**src/rtl/usb_tx_pkg.sv**
```systemverilog
// Shared states, PID constants and defaults for the USB transmit arbiter.
package usb_tx_pkg;

    typedef enum logic [1:0] {
        IDLE = 2'd0,
        HS   = 2'd1,
        DATA = 2'd2,
        GAP  = 2'd3
    } txState_e;

    localparam logic [3:0] PID_ACK   = 4'b0010;
    localparam logic [3:0] PID_NAK   = 4'b1010;
    localparam logic [3:0] PID_STALL = 4'b1110;

    localparam int IPG_CYC_DEFAULT = 32;

    // A handshake packet is the PID in the low nibble with its check bits above.
    function automatic logic [7:0] hsByte(input logic [3:0] pid);
        return {~pid, pid};
    endfunction

endpackage

```
**src/rtl/usb_tx_ipg_cnt.sv**
```systemverilog
// Inter-packet gap counter: loads IPG_CYC-1, counts down to zero and holds there.
module usb_tx_ipg_cnt
    import usb_tx_pkg::*;
#(
    parameter int IPG_CYC = IPG_CYC_DEFAULT
) (
    input  logic clk,
    input  logic rst,
    input  logic i_load,
    input  logic i_dec,
    output logic o_zero
);

    localparam int CNT_W = $clog2(IPG_CYC + 1);

    logic [CNT_W-1:0] r_cnt;

    always_ff @(posedge clk or posedge rst) begin
        if (rst) begin
            r_cnt <= '0;
        end else if (i_load) begin
            r_cnt <= CNT_W'(IPG_CYC - 1);
        end else if (i_dec && (r_cnt != '0)) begin
            r_cnt <= r_cnt - 1'b1;
        end
    end

    assign o_zero = (r_cnt == '0);

endmodule

```
**src/rtl/usb_tx_arb.sv**
```systemverilog
// Fixed-priority scheduler sharing the phy_tx byte port between handshake and data sources.
// Define USB_TX_IPG_EN to enforce an IPG_CYC-cycle idle gap after every packet.
module usb_tx_arb
    import usb_tx_pkg::*;
#(
    parameter int IPG_CYC = IPG_CYC_DEFAULT
) (
    input  logic       clk,
    input  logic       rst,
    input  logic       hs_req,
    input  logic [3:0] hs_pid,
    output logic       hs_ack,
    input  logic       d_sop,
    input  logic       d_eop,
    input  logic       d_valid,
    output logic       d_ready,
    input  logic [7:0] d_data,
    output logic       d_drop,
    output logic       tx_sop,
    output logic       tx_eop,
    output logic       tx_valid,
    input  logic       tx_ready,
    output logic [7:0] tx_data,
    output logic [1:0] gnt,
    output logic       busy
);

    txState_e   r_state;
    txState_e   w_nextState;
    logic [3:0] r_pid;
    logic       r_firstBeat;

    logic w_run;
    logic w_hsGrant;
    logic w_dataGrant;
    logic w_dataXfer;
    logic w_pktDone;
    logic w_gapDone;

    assign w_run       = !rst;
    assign w_hsGrant   = (r_state == IDLE) && hs_req;
    assign w_dataGrant = (r_state == IDLE) && !hs_req && d_valid && d_sop;
    assign w_dataXfer  = (r_state == DATA) && d_valid && tx_ready;
    assign w_pktDone   = ((r_state == HS) && tx_ready) || (w_dataXfer && d_eop);

`ifdef USB_TX_IPG_EN
    logic w_cntZero;

    usb_tx_ipg_cnt #(
        .IPG_CYC (IPG_CYC)
    ) u_ipgCnt (
        .clk    (clk),
        .rst    (rst),
        .i_load (w_pktDone),
        .i_dec  (r_state == GAP),
        .o_zero (w_cntZero)
    );

    assign w_gapDone = (r_state == GAP) && w_cntZero;
    localparam txState_e AfterPkt = GAP;
`else
    logic w_unusedIpg;

    assign w_unusedIpg = (IPG_CYC > 0);
    assign w_gapDone   = 1'b0;
    localparam txState_e AfterPkt = IDLE;
`endif

    always_ff @(posedge clk or posedge rst) begin
        if (rst) begin
            r_state <= IDLE;
        end else begin
            r_state <= w_nextState;
        end
    end

    // r_firstBeat lets only the opening beat of a data packet carry tx_sop.
    always_ff @(posedge clk or posedge rst) begin
        if (rst) begin
            r_pid       <= '0;
            r_firstBeat <= 1'b0;
        end else begin
            if (w_hsGrant) begin
                r_pid <= hs_pid;
            end
            if (w_dataGrant) begin
                r_firstBeat <= 1'b1;
            end else if (w_dataXfer) begin
                r_firstBeat <= 1'b0;
            end
        end
    end

    always_comb begin
        w_nextState = r_state;
        case (r_state)
            IDLE: begin
                if (w_hsGrant) begin
                    w_nextState = HS;
                end else if (w_dataGrant) begin
                    w_nextState = DATA;
                end
            end
            HS, DATA: begin
                if (w_pktDone) begin
                    w_nextState = AfterPkt;
                end
            end
            GAP: begin
                if (w_gapDone) begin
                    w_nextState = IDLE;
                end
            end
            default: w_nextState = IDLE;
        endcase
    end

    // Everything is forced low while rst is high, even the pass-through paths.
    always_comb begin
        tx_valid = 1'b0;
        tx_sop   = 1'b0;
        tx_eop   = 1'b0;
        tx_data  = '0;
        hs_ack   = 1'b0;
        d_ready  = 1'b0;
        d_drop   = 1'b0;
        gnt      = 2'b00;
        if (w_run) begin
            case (r_state)
                IDLE: begin
                    d_ready = !hs_req && d_valid && !d_sop;
                    d_drop  = !hs_req && d_valid && !d_sop;
                end
                HS: begin
                    tx_valid = 1'b1;
                    tx_sop   = 1'b1;
                    tx_eop   = 1'b1;
                    tx_data  = hsByte(r_pid);
                    hs_ack   = tx_ready;
                    gnt      = 2'b01;
                end
                DATA: begin
                    tx_valid = d_valid;
                    tx_data  = d_data;
                    tx_eop   = d_eop;
                    tx_sop   = d_sop && r_firstBeat;
                    d_ready  = tx_ready;
                    gnt      = 2'b10;
                end
                default: begin
                end
            endcase
        end
    end

    assign busy = w_run && (r_state != IDLE);

endmodule

```
**config.mk**
```make
export PLATFORM = sky130hd
export DESIGN_NAME = usb_tx_arb
export DESIGN_NICKNAME = d
export VERILOG_FILES = /design/src/rtl/usb_tx_pkg.sv /design/src/rtl/usb_tx_ipg_cnt.sv /design/src/rtl/usb_tx_arb.sv
export SDC_FILE = /design/constraint.sdc
export NUM_CORES = 1
export LEC_CHECK = 0
export CAP_MARGIN = 20
export CORE_MARGIN = 2
export CORE_UTILIZATION = 32
export CTS_CLUSTER_SIZE = 14
export DETAILED_ROUTE_END_ITERATION = 6
export PLACE_DENSITY = 0.82
export SLEW_MARGIN = 20
export SYNTH_ARGS = -nofsm -noshare
export SYNTH_HDL_FRONTEND = slang
export SYNTH_SLANG_ARGS = --single-unit
```
**constraint.sdc**
```tcl
create_clock -name clk -period 1.27 [get_ports clk]
set_input_delay 0.3175 -clock clk [delete_from_list [all_inputs] [get_ports clk]]
set_output_delay 0.3175 -clock clk [all_outputs]
set_load 0.02 [all_outputs]
```
==> out/qor.txt, run 1 <==
Outcome: complete, but fails checks
Failing checks: negative setup slack
Measured slew at the worst slew-check pin: 0.383 ns
Total CTS buffers: 3
Worst path required time: 0.95 ns
Routed wire length: 3.67 mm
Crit Path Category: flip-flop to output pin
Via count: 948
First-pass GRT wire length: 4.03 mm
Vias in the first global route: 825
Port-buffer cells: 35
Initial core utilization: 34.0%
Final ANT Viol Nets: 0
CORE AREA: 1710 um^2
Drt initial violations: 39
Layout cells sized above 1: 69.9%
Mapped Cells: 74
WP buf/inv: 3
Leakage: 0.000657 uW
Fin. max-slew vios: 0
Hold slack: 0.378 ns
Unrepaired setup endpoints after global routing: yes
Synth cell types: 23
Min-Delay Path Class: input port to asynchronous set/reset pin
Period utilization: 151%
DR pass1 iterations: 4
Layout filler cell count: 58
Crit-path most repeated cell: buf_6
Drt drc: 0
Worst reg-to-reg setup slack: -0.34 ns
Area occupied by multi-input gates: 671 um^2
Post-DP HPWL: 1.57 mm
GP Congestion: 0.755
Min Tclk post-route: 1.92 ns
TNS Setup: -10.63 ns
FP Rows: 15
Avg Cell Area, Syn: 7.85 um^2
Gr ovfl total: 0
WL per Instance: 22.8 um
Hold Vio Cnt, Final: 0
Slew margin rel.: 74.5%
CTS tree: built
Cell Area, Synth: 581 um^2
Clk slew on worst S/H paths: 0.07 ns
Largest stage delay, worst path: 0.42 ns
Max Root-Sink Buffers: 2
# nets final: 160
Crit-path max FO: 7
Vias per cell: 5.89
Most frequent cells in the layout: buf_6 (25), clkdlybuf4s50_1 (16), buf_4 (13), nor2_4 (12), a22oi_2 (8)
Worst Path Arrival: 1.60 ns
Largest net degree at the start of global routing: 8
Area added between synthesis and finish: 174%
Clock Sink Count: 7
H-tree levels: 1
Setup WS pre-CTS: -0.898 ns
Max_cap viols: 0
Die footprint: 2170 um^2
Flops & latches, synth: 7
Slowest cell on the critical path: dfrtp_1
R2R Path Start: r_state[0]
Final setup vio count: 23
Mapped Nets: 97
Register area share after synthesis: 30.2%
Pwr dens: 2200 nW/um^2
Reg-to-reg critical path endpoint: r_state[1]
Die H: 46.6 um
Peak supply drop: 1930 uV
Tot GR Track Use: 27.7%
Root buf cell: clkbuf_4
Ports: 36
Reg2reg path depth: 6
Worst skew pair latency: 0.28 ns
Peak Freq: 522 MHz
Setup ws final: -0.647 ns
CP delay by family, top: flip-flops
Commonest non-fill, non-tap cell in the layout: buf_6
Flip-flop and latch area: 175 um^2
Cts hold-fix bufs: 0
Critical path, cell by cell: buf_6, ha_4, buf_12, a22oi_2, nor2_4, buf_6
Synth Warn #: 0
Max Clock Skew: 0.00753 ns
CP Launch Type: flip-flop
Initial antenna violation count: 0
ANT cells: 0
Crit. End Element: output pin
Die X-Extent: 46.6 um
[where the power goes]
| group | leakage (uW) | internal, uW | switching [uW] | total, uW |
|---|---|---|---|---|
| registers | 0.0000861 | 329 | 111 | 440 |
| clock network | 0.0000150 | 122 | 123 | 244 |
| logic | 0.000555 | 1390 | 1420 | 2810 |
[worst register-to-register path, delay by kind of cell (launching register included)]
| kind | cells | cell delay [ns] |
|---|---|---|
| flip-flops | 1 | 0.41 |
| adder cells (fa/ha/maj) | 1 | 0.22 |
| AND/OR/NAND/NOR | 1 | 0.12 |
| buffers and inverters | 2 | 0.29 |
| AO/OA/AOI/OAI | 2 | 0.46 |
[per-layer routing]
layer  share of wire, %  vias up  GRT usage [%]
li1                   -      385              -
met1                 35      446           34.8
met2                 50       74           46.4
met3                7.4       43           4.31
met4                7.5        0           11.4
met5                  0        -              0
[state kept, by name, summed over array words and instances, names as in the netlist]
register,flops
r_firstBeat,1
r_state,2
r_pid,4
[stage by stage]
| stage | util, % | area (um^2) | total power (uW) | std cells |
|---|---|---|---|---|
| after floorplan | - | 798 | 1700 | 74 |
| after global placement | 73.3 | 1250 | 2170 | 145 |
| after detailed placement | 73.3 | 1250 | 2230 | 145 |
| after CTS | 88.3 | 1510 | 3080 | 158 |
| after global routing | 93.3 | 1590 | 3590 | 161 |
| final | 93.3 | 1590 | 3500 | 161 |
[synth_stat cells, drive strengths merged]
master / n / share of area, %
nand2: 8 / 5.6
nand4: 1 / 1.1
a21oi: 2 / 1.7
dfrtp: 7 / 30
nor2: 13 / 8.4
nor2b: 2 / 2.2
o21ai: 4 / 3.4
nand3: 1 / 0.86
o2bb2ai: 2 / 3.0
a21boi: 1 / 1.3
inv: 8 / 5.2
nor3: 1 / 0.86
and2: 2 / 2.2
and2b: 1 / 1.7
a211oi: 1 / 2.2
a221oi: 1 / 2.6
buf: 4 / 3.4
a22oi: 8 / 10
a31oi: 1 / 1.1
ha: 4 / 8.6
a32oi: 1 / 1.5
mux2: 1 / 2.6
[worst max-delay path by stage]
stage	end	slack (ns)	cells after the start	from
finish	tx_data[2]	-0.65	6	r_state[1]
global route	tx_data[2]	-0.65	6	r_state[1]
CTS	tx_data[0]	-0.54	6	r_state[1]
detailed placement	d_drop	-0.90	5	hs_req
global placement	d_drop	-0.85	5	hs_req
floorplan	d_ready	-0.18	5	r_state[1]
[repair_timing]
action,4_1_cts,5_1_grt
setup buffers,8,3
endpoints found under the hold margin,0,0
gates cloned,2,0
gates resized for setup,128,14
endpoints found under the setup margin,23,23
pin swaps,30,16
[final cells by class]
| type | instances | share of cell area, % |
|---|---|---|
| Multi-Input combinational cell | 56 | 42.1 |
| Timing Repair Buffer | 61 | 41.4 |
| Tap cell | 25 | 1.96 |
| Clock buffer | 4 | 1.65 |
| Sequential cell | 7 | 11.0 |
| Inverter | 8 | 1.89 |
[cell families (layout without fill, tap and decap cells)]
family	Yosys count	count (layout)	synth area share (%)
AO/OA/AOI/OAI	21	21	27.2
adder cells (fa/ha/maj)	4	4	8.62
buffers and inverters	12	73	8.62
flip-flops	7	7	30.2
multiplexers	1	1	2.59
AND/OR/NAND/NOR	29	30	22.8
Note: power is estimated with default switching activity, not from simulation.
==> run 2: changes to the inputs <==
--- a/config.mk
+++ b/config.mk
@@ -10,7 +10,7 @@
 export CORE_UTILIZATION = 32
 export CTS_CLUSTER_SIZE = 14
 export DETAILED_ROUTE_END_ITERATION = 6
-export PLACE_DENSITY = 0.82
+export PLACE_DENSITY = 0.75
 export SLEW_MARGIN = 20
 export SYNTH_ARGS = -nofsm -noshare
 export SYNTH_HDL_FRONTEND = slang
==> run 2 against run 1 <==
Compared with the run above:
- the flow still finishes with violations (negative setup slack)
- total power decreased by 9.6%
- clock-buffer cell count stayed put
- sequential share of layout area up 0.60 points
- die area unchanged
- cell count is 3.1% lower
- global-route usage down 3.3 points
- critical path type is now flip-flop to flip-flop
- largest cell class unchanged
- highest routed layer unchanged
==> out/qor.txt, run 2 (synthesized netlist as in run 1, its figures left out) <==
Outcome: complete, but fails checks
Failing checks: negative setup slack
Vias in the first global route: 765 (-7.3%)
Drt drc: 0 (unchanged)
Internal power: 1680 uW (-8.7%)
Drt initial violations: 25 (-36%)
GP Congestion: 0.840 (+11%)
Commonest non-fill, non-tap cell in the layout: buf_6
Critical path, cell by cell: inv_2, ha_4, buf_8, buf_4, buf_6, nand4_1, a221oi_4, o2bb2ai_1
Max_cap viols: 0 (unchanged)
Final ANT Viol Nets: 0 (unchanged)
Min Tclk post-route: 1.85 ns (-0.0711 ns)
Max Root-Sink Buffers: 2 (unchanged)
Hold path start: r_pid[0]
Gr ovfl total: 0 (unchanged)
Period utilization: 145% (-5.6 points)
Cts hold-fix bufs: 0 (unchanged)
Worst path required time: 1.42 ns (+0.47 ns)
Root buf cell: clkbuf_4
Largest register FFs: 4 (unchanged)
DP Area: 1240 um^2 (-0.60%)
Slowest cell on the critical path: dfrtp_1
Pwr dens: 2090 nW/um^2 (-4.7%)
Via count: 831 (-12%)
Sw Pwr: 1480 uW (-11%)
CORE AREA: 1710 um^2 (unchanged)
Initial antenna violation count: 0 (unchanged)
Seq pwr share: 13.7% (+1.1 points)
CP Launch Type: flip-flop
Largest registers: r_pid: 4 flops, r_state: 2 flops, r_firstBeat: 1 flops
Total CTS buffers: 3 (unchanged)
Largest net degree at the start of global routing: 8 (unchanged)
Tot GR Track Use: 24.4% (-3.3 points)
ANT cells: 0 (unchanged)
Clock Sink Count: 7 (unchanged)
CP delay by family, top: buffers and inverters
Vias per cell: 5.33 (-9.5%)
Clk slew on worst S/H paths: 0.05 ns (-0.02 ns)
Initial core utilization: 34.0% (unchanged)
CTS tree: built
H-tree levels: 1 (unchanged)
Crit-path max FO: 7 (unchanged)
Post-Layout Cell Count: 156 (-3.1%)
Clk pwr share: 6.9% (about the same)
Peak supply drop: 1880 uV (-2.6%)
Crit Path Category: flip-flop to flip-flop
Port-buffer cells: 35 (unchanged)
Levels on crit path: 8 (+2)
WP buf/inv: 4 (+1)
DR pass1 iterations: 4 (unchanged)
WL per Instance: 18.1 um (-21%)
Final setup vio count: 24 (+4.3%)
Area added between synthesis and finish: 160%
Unrepaired setup endpoints after global routing: yes
# nets final: 155 (-3.1%)
Crit. End Element: flip-flop
Share of total power in combinational logic: 79.4% (-1.0 points)
Die X-Extent: 46.6 um (unchanged)
Largest stage delay, worst path: 0.43 ns (about the same)
Top reg by flops: r_pid
Post-DP HPWL: 1.53 mm (-2.0%)
Cell depth of the worst hold path: 1
Peak Freq: 542 MHz (+3.8%)
Min-Delay Path Class: flip-flop to flip-flop
Ports: 36 (unchanged)
Worst skew pair latency: 0.27 ns (about the same)
Dpl cells: 144 (-0.69%)
Sw Ratio: 46.8% (-0.55 points)
Routed wire length: 2.82 mm (-23%)
Die footprint: 2170 um^2 (unchanged)
FP Rows: 15 (unchanged)
Worst Path Arrival: 2.00 ns (+0.40 ns)
Layout Cell Area excl Fill: 1510 um^2 (-5.2%)
R2R Path Start: r_state[0]
Slew margin rel.: 76.2% (+1.7 points)
Leakage: 0.000603 uW (-8.1%)
Reg2reg path depth: 8 (+2)
Fin. max-slew vios: 0 (unchanged)
First-pass GRT wire length: 3.52 mm (-13%)
Die H: 46.6 um (unchanged)
Setup ws final: -0.576 ns (+0.0711 ns)
Most frequent cells in the layout: buf_6 (22), clkdlybuf4s50_1 (18), buf_4 (14), nor2_4 (12), a22oi_2 (8)
Critical Path Source: r_state[0]
Max Clock Skew: 0.00401 ns (-0.00353 ns)
Layout filler cell count: 73 (+26%)
Measured slew at the worst slew-check pin: 0.356 ns (-0.0271 ns)
Hold Vio Cnt, Final: 0 (unchanged)
Layout cells sized above 1: 68.7% (-1.2 points)
-- run 2: cell types whose count changed in the layout (fill, tap and decap cells not counted), moves of 2 or more --
cell,before,now
buf_6,25,22
buf_12,3,1
clkdlybuf4s50_1,16,18
dlygate4sd2_1,2,0
nand2_2,2,4
nand2_4,3,1
o21ai_1,1,3
-- run 2: path summary, 6_finish.rpt --
path	endpoint	slack (ns)
worst max-delay path	r_state[0]	-0.58
worst min-delay path	r_pid[0]	0.57
worst max register to register	r_state[0]	-0.58
worst min register to register	r_pid[0]	0.57
max in group asynchronous	r_pid[3]	0.46
min in group asynchronous	r_pid[2]	0.68
-- run 2: power groups by stage --
| stage | registers [uW] | logic [uW] | clock network (uW) |
|---|---|---|---|
| 2_1_floorplan | 403 | 1300 | 0 |
| 3_3_place_gp | 402 | 1740 | 0 |
| 3_5_place_dp | 407 | 1770 | 0 |
| 4_1_cts | 419 | 2280 | 213 |
| 5_1_grt | 442 | 2640 | 225 |
| 6_report | 433 | 2510 | 217 |
-- run 2: area by class of cell --
cell class	instances	area [um^2]	share of cell area [%]
clock buffers	4	26.3	1.74
flip-flops and latches	7	175	11.6
inverters	8	30.0	1.99
multi-input cells	56	679	45.0
repair buffers	56	568	37.6
well taps	25	31.3	2.07
-- run 2: per-layer routing --
layer  GRT usage, %  vias up  wire length [um]
met3           4.71       12               214
met4           10.3        0               110
met1           28.4      399              1100
li1               -      375                 -
met2           42.8       45              1400
met5              0        -                 0
-- run 2: stage by stage --
stage	setup WS, ns	total power (uW)	TNS, ns	util, %	hold WS, ns
floorplan	-0.181	1700	-2.37	-	0.152
global placement	-0.847	2140	-14.93	72.8	0.484
detailed placement	-0.878	2180	-15.69	72.8	0.489
CTS	-0.551	2910	-9.08	84.7	0.564
global route	-0.632	3300	-11.61	88.4	0.597
finish	-0.576	3160	-10.20	88.4	0.574
-- run 2: repair_timing --
item | in CTS | in global routing
gates cloned | 1 | 0
buffers inserted | 5 | 2
endpoints found under the setup margin | 23 | 24
gates resized for setup | 125 | 10
pin swaps | 20 | 14
==> run 3: changes to the inputs <==
--- a/config.mk
+++ b/config.mk
@@ -11,6 +11,7 @@
 export CTS_CLUSTER_SIZE = 14
 export DETAILED_ROUTE_END_ITERATION = 6
 export PLACE_DENSITY = 0.75
+export SETUP_SLACK_MARGIN = 0.2
 export SLEW_MARGIN = 20
 export SYNTH_ARGS = -nofsm -noshare
 export SYNTH_HDL_FRONTEND = slang
==> run 3 against run 2 <==
Compared with the run above:
- the run still ends with negative setup slack left
- non-clock buffer count is 1 lower
- core utilization is 1.1 points higher
- clock power is 2% lower
==> out/qor.txt, run 3 (synthesized netlist as in run 1, its figures left out) <==
Max Root-Sink Buffers: 2 (unchanged)
CORE AREA: 1710 um^2 (unchanged)
Unrepaired setup endpoints after global routing: yes
H-tree levels: 1 (unchanged)
Crit Path Category: input port to output pin
CP Launch Type: input port
WL per Instance: 18.0 um (-0.18%)
Vias per cell: 5.19 (-2.6%)
Drt initial violations: 25 (unchanged)
Dpl cells: 144 (unchanged)
Largest net degree at the start of global routing: 9 (+1)
Layout filler cell count: 71 (-2.7%)
Worst path required time: 0.95 ns (-0.47 ns)
Root buf cell: clkbuf_4
Post-Layout Cell Count: 155 (-0.64%)
Clk slew on worst S/H paths: 0.06 ns (about the same)
Max Clock Skew: 0.00303 ns (-0.000974 ns)
Total CTS buffers: 3 (unchanged)
Port-buffer cells: 35 (unchanged)
Largest registers: r_pid: 4 flops, r_state: 2 flops, r_firstBeat: 1 flops
Via count: 804 (-3.2%)
Outcome: complete, but fails checks
Initial core utilization: 34.0% (unchanged)
Post-DP HPWL: 1.57 mm (+2.3%)
Pwr dens: 2140 nW/um^2 (+2.1%)
CTS tree: built
Setup WS pre-CTS: -0.892 ns (-0.0140 ns)
Tot GR Track Use: 28.1% (+3.8 points)
Period utilization: 145% (about the same)
Fin. max-slew vios: 0 (unchanged)
Reg-to-reg critical path endpoint: r_state[0]
Final setup vio count: 24 (unchanged)
Measured slew at the worst slew-check pin: 0.388 ns (+0.0323 ns)
Crit-path max FO: 6 (-1)
Hold path start: r_pid[0]
Peak Freq: 542 MHz (about the same)
Die H: 46.6 um (unchanged)
Hold Path End: r_pid[0]
Most frequent cells in the layout: buf_6 (20), clkdlybuf4s50_1 (18), buf_4 (13), nor2_4 (12), a22oi_2 (8)
Cell depth of the worst hold path: 1 (unchanged)
Gr ovfl total: 0 (unchanged)
Hold Vio Cnt, Final: 0 (unchanged)
Peak supply drop: 1820 uV (-3.2%)
Reg2reg path depth: 6 (-2)
Drt drc: 0 (unchanged)
Vias in the first global route: 832 (+8.8%)
Largest register FFs: 4 (unchanged)
Hold slack: 0.588 ns (+0.0140 ns)
Area added between synthesis and finish: 163%
Layout cells sized above 1: 72.3% (+3.6 points)
Final ANT Viol Nets: 0 (unchanged)
Crit. End Element: output pin
Worst Path Arrival: 1.53 ns (-0.47 ns)
Initial antenna violation count: 0 (unchanged)
ANT cells: 0 (unchanged)
Setup ws final: -0.576 ns (-0.000162 ns)
GP Congestion: 0.796 (-5.2%)
Min Tclk post-route: 1.85 ns (+0.000162 ns)
Worst reg-to-reg setup slack: -0.30 ns (+0.28 ns)
# nets final: 154 (-0.65%)
First-pass GRT wire length: 4.11 mm (+17%)
Failing checks: negative setup slack
Clock Sink Count: 7 (unchanged)
Max_cap viols: 0 (unchanged)
FP Rows: 15 (unchanged)
Top reg by flops: r_pid
Slew margin rel.: 74.1% (-2.1 points)
Commonest non-fill, non-tap cell in the layout: buf_6
Ports: 36 (unchanged)
Die X-Extent: 46.6 um (unchanged)
R2R Path Start: r_state[0]
Die footprint: 2170 um^2 (unchanged)
Min-Delay Path Class: flip-flop to flip-flop
Routed wire length: 2.80 mm (-0.82%)
DR pass1 iterations: 4 (unchanged)
Worst skew pair latency: 0.26 ns (about the same)
Leakage: 0.000607 uW (+0.69%)
run 3: worst max path at each step:
stage | start | endpoint | slack, ns | depth (start not counted)
after floorplan | r_state[1] | d_ready | -0.18 | 5
after global placement | hs_req | d_drop | -0.85 | 5
after detailed placement | rst | tx_sop | -0.89 | 5
after CTS | r_state[1] | hs_ack | -0.58 | 5
after global routing | r_state[1] | tx_data[0] | -0.61 | 6
final | rst | tx_sop | -0.58 | 5
run 3: final cells by class:
cell class | instances | area [um^2] | share of cell area, %
Multi-Input combinational cell | 56 | 676 | 44.2
Timing Repair Buffer | 55 | 586 | 38.3
Sequential cell | 7 | 176 | 11.5
Inverter | 8 | 32.5 | 2.13
Tap cell | 25 | 31.3 | 2.05
Clock buffer | 3 | 22.5 | 1.47
Clock inverter | 1 | 5.00 | 0.327
run 3: critical path, cell delays in order:
cell	delay, ns
clkdlybuf4s50_1	0.44
inv_1	0.32
nand2_8	0.17
nor2_4	0.16
buf_6	0.12
run 3: power by group:
group,internal (uW),switching (uW),leakage (uW)
sequential,331,104,0.0000846
combinational,1330,1290,0.000505
clock,116,97.4,0.0000177
run 3: through the flow:
stage | power, uW | cell area [um^2] | setup TNS (ns) | util, %
final | 3270 | 1530 | -9.16 | 89.5
after global routing | 3420 | 1530 | -10.30 | 89.5
after CTS | 3030 | 1450 | -9.53 | 84.8
after detailed placement | 2190 | 1240 | -15.92 | 72.8
after global placement | 2140 | 1240 | -14.98 | 72.8
after floorplan | 1700 | 798 | -2.37 | -
run 3: routing by layer:
layer | vias up | share of wire, % | GRT usage, %
li1 | 373 | - | -
met1 | 410 | 43 | 35.5
met2 | 21 | 54 | 46.9
met3 | 0 | 3.2 | 5.49
met4 | 0 | 0 | 10.3
met5 | - | 0 | 0
run 3: repair_timing:
| item | in CTS | in global routing |
|---|---|---|
| cloned | 2 | 0 |
| gates resized for setup | 114 | 25 |
| pin swaps | 27 | 15 |
| setup buffers | 4 | 1 |
| endpoints found under the setup margin | 24 | 24 |
| hold buffers | 0 | 0 |
